[src/rtl/mem_port_arbiter.sv]
// Arbitrates the unified single-port memory between instruction fetch (IF) and
// the load/store unit (LS): LS has priority, a starvation counter bounds IF wait.
`timescale 1ns/1ps

module mem_port_arbiter #(
    parameter int AW         = 32,
    parameter int DW         = 32,
    parameter int MAX_STARVE = 4
) (
    input  logic              i_clk,
    input  logic              i_reset,
    input  logic              i_flush,

    input  logic              i_if_req,
    input  logic [AW-1:0]     i_if_addr,
    output logic              o_if_gnt,
    output logic              o_if_rvalid,
    output logic [DW-1:0]     o_if_rdata,

    input  logic              i_ls_req,
    input  logic              i_ls_wren,
    input  logic [AW-1:0]     i_ls_addr,
    input  logic [DW-1:0]     i_ls_wdata,
    input  logic [DW/8-1:0]   i_ls_bmask,
    output logic              o_ls_gnt,
    output logic              o_ls_rvalid,
    output logic [DW-1:0]     o_ls_rdata,

    output logic              o_mem_req,
    output logic              o_mem_wren,
    output logic [AW-1:0]     o_mem_addr,
    output logic [DW-1:0]     o_mem_wdata,
    output logic [DW/8-1:0]   o_mem_bmask,
    input  logic              i_mem_ready,
    input  logic              i_mem_rvalid,
    input  logic [DW-1:0]     i_mem_rdata,

    output logic              o_stall_fetch,
    output logic              o_stall_memory,
    output logic              o_busy
);

    localparam int BW = DW / 8;
    localparam int SW = $clog2(MAX_STARVE + 1);

    localparam logic [1:0] ST_IDLE = 2'd0;
    localparam logic [1:0] ST_REQ  = 2'd1;
    localparam logic [1:0] ST_WAIT = 2'd2;

    localparam logic OWN_IF = 1'b0;
    localparam logic OWN_LS = 1'b1;

    logic [1:0]    state_q,      state_d;
    logic          owner_q,      owner_d;
    logic          wren_q,       wren_d;
    logic [AW-1:0] addr_q,       addr_d;
    logic [DW-1:0] wdata_q,      wdata_d;
    logic [BW-1:0] bmask_q,      bmask_d;
    logic [SW-1:0] starve_cnt_q, starve_cnt_d;
    logic          drop_q,       drop_d;

    logic starve_at_max;
    logic ls_wins;
    logic if_owned;
    logic in_req;
    logic in_wait;
    logic rsp_fire;

    assign starve_at_max = (starve_cnt_q == SW'(MAX_STARVE));
    // LS wins unless IF is idle-free and has already lost MAX_STARVE times in a row.
    assign ls_wins       = i_ls_req & (~i_if_req | ~starve_at_max);
    assign if_owned      = (owner_q == OWN_IF);
    assign in_req        = (state_q == ST_REQ);
    assign in_wait       = (state_q == ST_WAIT);
    assign rsp_fire      = in_wait & i_mem_rvalid;

    // NOTE: every _d gets its _q as default first so no path leaves it unassigned (no latch).
    always_comb begin
        state_d      = state_q;
        owner_d      = owner_q;
        wren_d       = wren_q;
        addr_d       = addr_q;
        wdata_d      = wdata_q;
        bmask_d      = bmask_q;
        starve_cnt_d = starve_cnt_q;
        drop_d       = drop_q;

        case (state_q)
            ST_IDLE: begin
                drop_d = 1'b0;
                if (i_if_req | i_ls_req) begin
                    state_d = ST_REQ;
                    if (ls_wins) begin
                        owner_d = OWN_LS;
                        wren_d  = i_ls_wren;
                        addr_d  = i_ls_addr;
                        wdata_d = i_ls_wdata;
                        bmask_d = i_ls_bmask;
                    end else begin
                        owner_d = OWN_IF;
                        wren_d  = 1'b0;
                        addr_d  = i_if_addr;
                        wdata_d = '0;
                        bmask_d = '1;
                    end
                    if (i_if_req && ls_wins) begin
                        if (!starve_at_max) starve_cnt_d = starve_cnt_q + 1'b1;
                    end else begin
                        starve_cnt_d = '0;
                    end
                end
            end
            ST_REQ: begin
                if (i_flush && if_owned) drop_d = 1'b1;
                if (i_mem_ready) begin
                    if (wren_q) begin
                        state_d = ST_IDLE;
                        drop_d  = 1'b0;
                    end else begin
                        state_d = ST_WAIT;
                    end
                end
            end
            ST_WAIT: begin
                if (i_flush && if_owned) drop_d = 1'b1;
                if (i_mem_rvalid) begin
                    state_d = ST_IDLE;
                    drop_d  = 1'b0;
                end
            end
            default: begin
                state_d = ST_IDLE;
                drop_d  = 1'b0;
            end
        endcase
    end

    // NOTE: state flops use non-blocking assignments so every flop samples pre-edge values.
    always_ff @(posedge i_clk or negedge i_reset) begin
        if (!i_reset) begin
            state_q      <= ST_IDLE;
            owner_q      <= OWN_IF;
            wren_q       <= 1'b0;
            addr_q       <= '0;
            wdata_q      <= '0;
            bmask_q      <= '0;
            starve_cnt_q <= '0;
            drop_q       <= 1'b0;
        end else begin
            state_q      <= state_d;
            owner_q      <= owner_d;
            wren_q       <= wren_d;
            addr_q       <= addr_d;
            wdata_q      <= wdata_d;
            bmask_q      <= bmask_d;
            starve_cnt_q <= starve_cnt_d;
            drop_q       <= drop_d;
        end
    end

    assign o_mem_req   = in_req;
    assign o_mem_wren  = wren_q;
    assign o_mem_addr  = addr_q;
    assign o_mem_wdata = wdata_q;
    assign o_mem_bmask = bmask_q;

    assign o_if_gnt    = in_req & i_mem_ready & if_owned;
    assign o_ls_gnt    = in_req & i_mem_ready & ~if_owned;

    // A redirect landing on the very response cycle is treated like an earlier flush.
    assign o_if_rvalid = rsp_fire & if_owned & ~drop_q & ~i_flush;
    assign o_ls_rvalid = rsp_fire & ~if_owned;
    assign o_if_rdata  = i_mem_rdata;
    assign o_ls_rdata  = i_mem_rdata;

    assign o_stall_fetch  = i_if_req & ~o_if_rvalid;
    assign o_stall_memory = i_ls_req & ~(o_ls_rvalid | (o_ls_gnt & i_ls_wren));
    assign o_busy         = (state_q != ST_IDLE);

endmodule

[config.mk]
export PLATFORM = sky130hd
export DESIGN_NAME = mem_port_arbiter
export DESIGN_NICKNAME = d
export VERILOG_FILES = /design/src/rtl/mem_port_arbiter.sv
export SDC_FILE = /design/constraint.sdc
export NUM_CORES = 1
export LEC_CHECK = 0
export BUFFER_PORTS_ARGS = -buffer_cell sky130_fd_sc_hd__clkbuf_2
export CORE_AREA = 2 2 110 112
export CTS_CLUSTER_DIAMETER = 40
export DETAILED_ROUTE_END_ITERATION = 12
export DIE_AREA = 0 0 112 114
export GPL_TIMING_DRIVEN = 0
export PLACE_DENSITY = 0.7
export SLEW_MARGIN = 0
export SYNTH_ARGS = -nofsm -noshare
export SYNTH_HDL_FRONTEND = slang
export SYNTH_SLANG_ARGS = --single-unit
[constraint.sdc]
create_clock -name i_clk -period 2.3 [get_ports i_clk]
set_input_delay 0.46 -clock i_clk [delete_from_list [all_inputs] [get_ports i_clk]]
set_output_delay 0.46 -clock i_clk [all_outputs]
set_load 0.02 [all_outputs]
==> impl_metrics.env <==
export IMPL_wirelength_met1_um=4860
export IMPL_ys_seq_area_frac=0.468
export IMPL_clockRootBuffer="clkbuf_16"
export IMPL_path_class="reg2out"
export IMPL_synth_area_mm2=0.00406
export IMPL_antenna_found_initial=0
export IMPL_antenna_cells=0
export IMPL_nFillCells=1067
export IMPL_globalplace_congestion=0.784
export IMPL_viasPerCell=4.81
export IMPL_synth_nets=533
export IMPL_start_util=0.347
export IMPL_grt_max_degree=40
export IMPL_period_minus_slack_ns=2.16
export IMPL_h_tree_depth=3
export IMPL_synth_edf_count=0
export IMPL_hold_viol=0
export IMPL_synth_area_per_cell_um2=10.5
export IMPL_cts_sinks=76
export IMPL_clk_latency_ns=0.33
export IMPL_p_per_area_mw_per_mm2=1350
export IMPL_area_delta_synth_final_pct=43.7
export IMPL_grt_overflow=0
export IMPL_coreArea_mm2=0.0117
export IMPL_timing_fmax_ghz=0.463
export IMPL_status="completed"
export IMPL_worstSetupStartpointType="flip-flop"
export IMPL_crit_path_max_fanout=6
export IMPL_cts_buffer_depth=2
export IMPL_dieArea_mm2=0.0128
export IMPL_cp_end_kind="output port"
export IMPL_drive_above_1_share=0.581
export IMPL_cp_required_ns=1.84
export IMPL_yosys_warnings=0
export IMPL_leakagePower_nw=3.17
export IMPL_synth_cells=387
export IMPL_cts_buffers=9
export IMPL_nets=791
export IMPL_setup_viol=0
export IMPL_drv_cap=0
export IMPL_reg2reg_slack_ns=0.33
export IMPL_die_h_um=114
export IMPL_report_final_slew_viol_count=0
export IMPL_cts_setup_buffers=0
export IMPL_r2r_start="state_q[1]$_DFFE_PN0P_"
export IMPL_vias=3825
export IMPL_final_cell_area_mm2=0.00584
export IMPL_io_buffers=247
export IMPL_arrival_ns=1.70
export IMPL_peakVddDrop_mv=0.567
export IMPL_die_w_um=112
export IMPL_dpl_hpwl_um=9650
export IMPL_clk_pin_slew_ns=0.06
export IMPL_detail_route_iter0_violations=146
export IMPL_grt_first_pass_wirelength_um=18700
export IMPL_drcViolationCount=0
export IMPL_wl_per_cell_um=15.4
export IMPL_rr_endpoint="o_mem_addr[7]$_DFFE_PN0P_"
export IMPL_synthDistinctLibCells=34
export IMPL_io_pins=281
export IMPL_placed_area_mm2=0.00551
export IMPL_hold_class="in2async"
export IMPL_async_reset_ff_frac=1.00
export IMPL_top_layer="met4"
export IMPL_tns_ns=0
export IMPL_cp_startpoint="state_q[1]$_DFFE_PN0P_"
export IMPL_rows=40
export IMPL_ant_nets=0
export IMPL_totalWireLength_um=12300
export IMPL_grt_pass1_vias=3781
export IMPL_cts_tree="yes"
export IMPL_rsz0062_at_grt="no"
export IMPL_reg2reg_depth=6
export IMPL_tightest_slew_ns=0.563
export IMPL_wl_met2_um=6340
export IMPL_ys_seq_elements=76
export IMPL_fin_crit_sh=0.939
export IMPL_dr_wl_met3_um=763
export IMPL_clock_skew_ns=0.00438
export IMPL_grt_use_total=0.184
export IMPL_slew_headroom=0.625
export IMPL_firstDrtPassIters=4
export IMPL_synth_top_flop_cell="dfrtp_1"
-- worst max-delay path, stage by stage (launching register included) --
cell      delay (ns)
dfrtp_1         0.39
inv_1           0.09
ha_1            0.25
and3_1          0.18
a211oi_1        0.23
clkbuf_2        0.22
-- repair_timing --
action | in CTS | in global routing
hold buffers | 0 | 0
setup endpoints to repair | 1 | 0
gates resized for setup | 0 | 0
-- cells in the mapped netlist, types with 4 or more instances --
master,instances,area share
nand2_1,72,0.067
buf_2,8,0.0099
inv_1,7,0.0065
o22a_1,4,0.0086
a22o_1,33,0.071
nand4_1,32,0.049
ha_1,6,0.018
clkbuf_1,13,0.012
nor2b_1,4,0.0062
o211ai_2,30,0.092
dfrtp_1,76,0.47
buf_6,7,0.019
buf_4,67,0.12
-- sequential cells by signal, indices dropped and copies added, names as in the netlist --
name and count:
drop_q 1, o_mem_addr 32, o_mem_bmask 4, o_mem_wdata 32, o_mem_wren 1, owner_q 1, starve_cnt_q 3, state_q 2
-- area by class of cell --
class / instances / area [um^2] / area share
Timing Repair Buffer: 248 / 1260 / 0.216
Inverter: 7 / 26.3 / 0.00450
Clock buffer: 9 / 225 / 0.0386
Sequential cell: 76 / 1900 / 0.326
Clock inverter: 6 / 113 / 0.0193
Tap cell: 147 / 184 / 0.0315
Multi-Input combinational cell: 209 / 1470 / 0.251
Buffer: 94 / 667 / 0.114
-- routing by layer --
metal  vias up  GRT usage
met5         -          0
met4         0     0.0854
met3        26     0.0266
met2       165      0.339
met1      1815      0.213
li1       1819          -
-- metrics by stage --
step / utilization / hold WS, ns / worst slack, ns / power [mW] / instances
2_1_floorplan: - / 0.164 / 0.201 / 4.97 / 387
3_3_place_gp: 0.468 / 0.468 / 0.0814 / 6.22 / 781
3_5_place_dp: 0.470 / 0.478 / 0.169 / 6.34 / 782
4_1_cts: 0.499 / 0.159 / 0.105 / 7.97 / 796
5_1_grt: 0.499 / 0.190 / 0.0405 / 8.36 / 796
6_report: 0.499 / 0.147 / 0.139 / 7.88 / 796
-- power by group --
part	switching, mW	total (mW)	leakage (nW)	internal [mW]
combinational	2.42	3.89	2.06	1.47
clock	0.551	1.61	0.166	1.06
sequential	0.387	2.38	0.943	2.00
total	3.36	7.88	3.17	4.53
-- worst max path at each step --
| stage | cells after the start | end | slack, ns |
|---|---|---|---|
| after floorplan | 5 | o_stall_fetch | 0.20 |
| after global routing | 5 | o_busy | 0.04 |
| after detailed placement | 6 | o_busy | 0.17 |
| final | 5 | o_stall_memory | 0.14 |
| after CTS | 5 | o_busy | 0.11 |
| after global placement | 1 | o_mem_addr[22]$_DFFE_PN0P_ | 0.08 |
-- placed cells by master (no fill, tap or decap), types with 4 or more instances in the layout --
master     synthesis  routed
clkbuf_16          0       9
nor2b_1            4       4
inv_1              7       7
dfrtp_1           76      76
clkbuf_1          13      12
o211ai_2          30      30
nand4_1           32      32
a22o_1            33      33
clkbuf_2           0     246
o22a_1             4       4
nand2_1           72      72
ha_1               6       6
buf_2              8       8
buf_6              7       7
buf_4             67      67
-- kinds of logic after synthesis --
kind of cell | synth area share
DFF | 0.468
adders and majority gates | 0.0185
and+or+nand+nor | 0.146
muxes | 0.00277
AOI/OAI and AO/OA | 0.193
buffers and inverters | 0.171
Power figures use the tool's default switching activity.
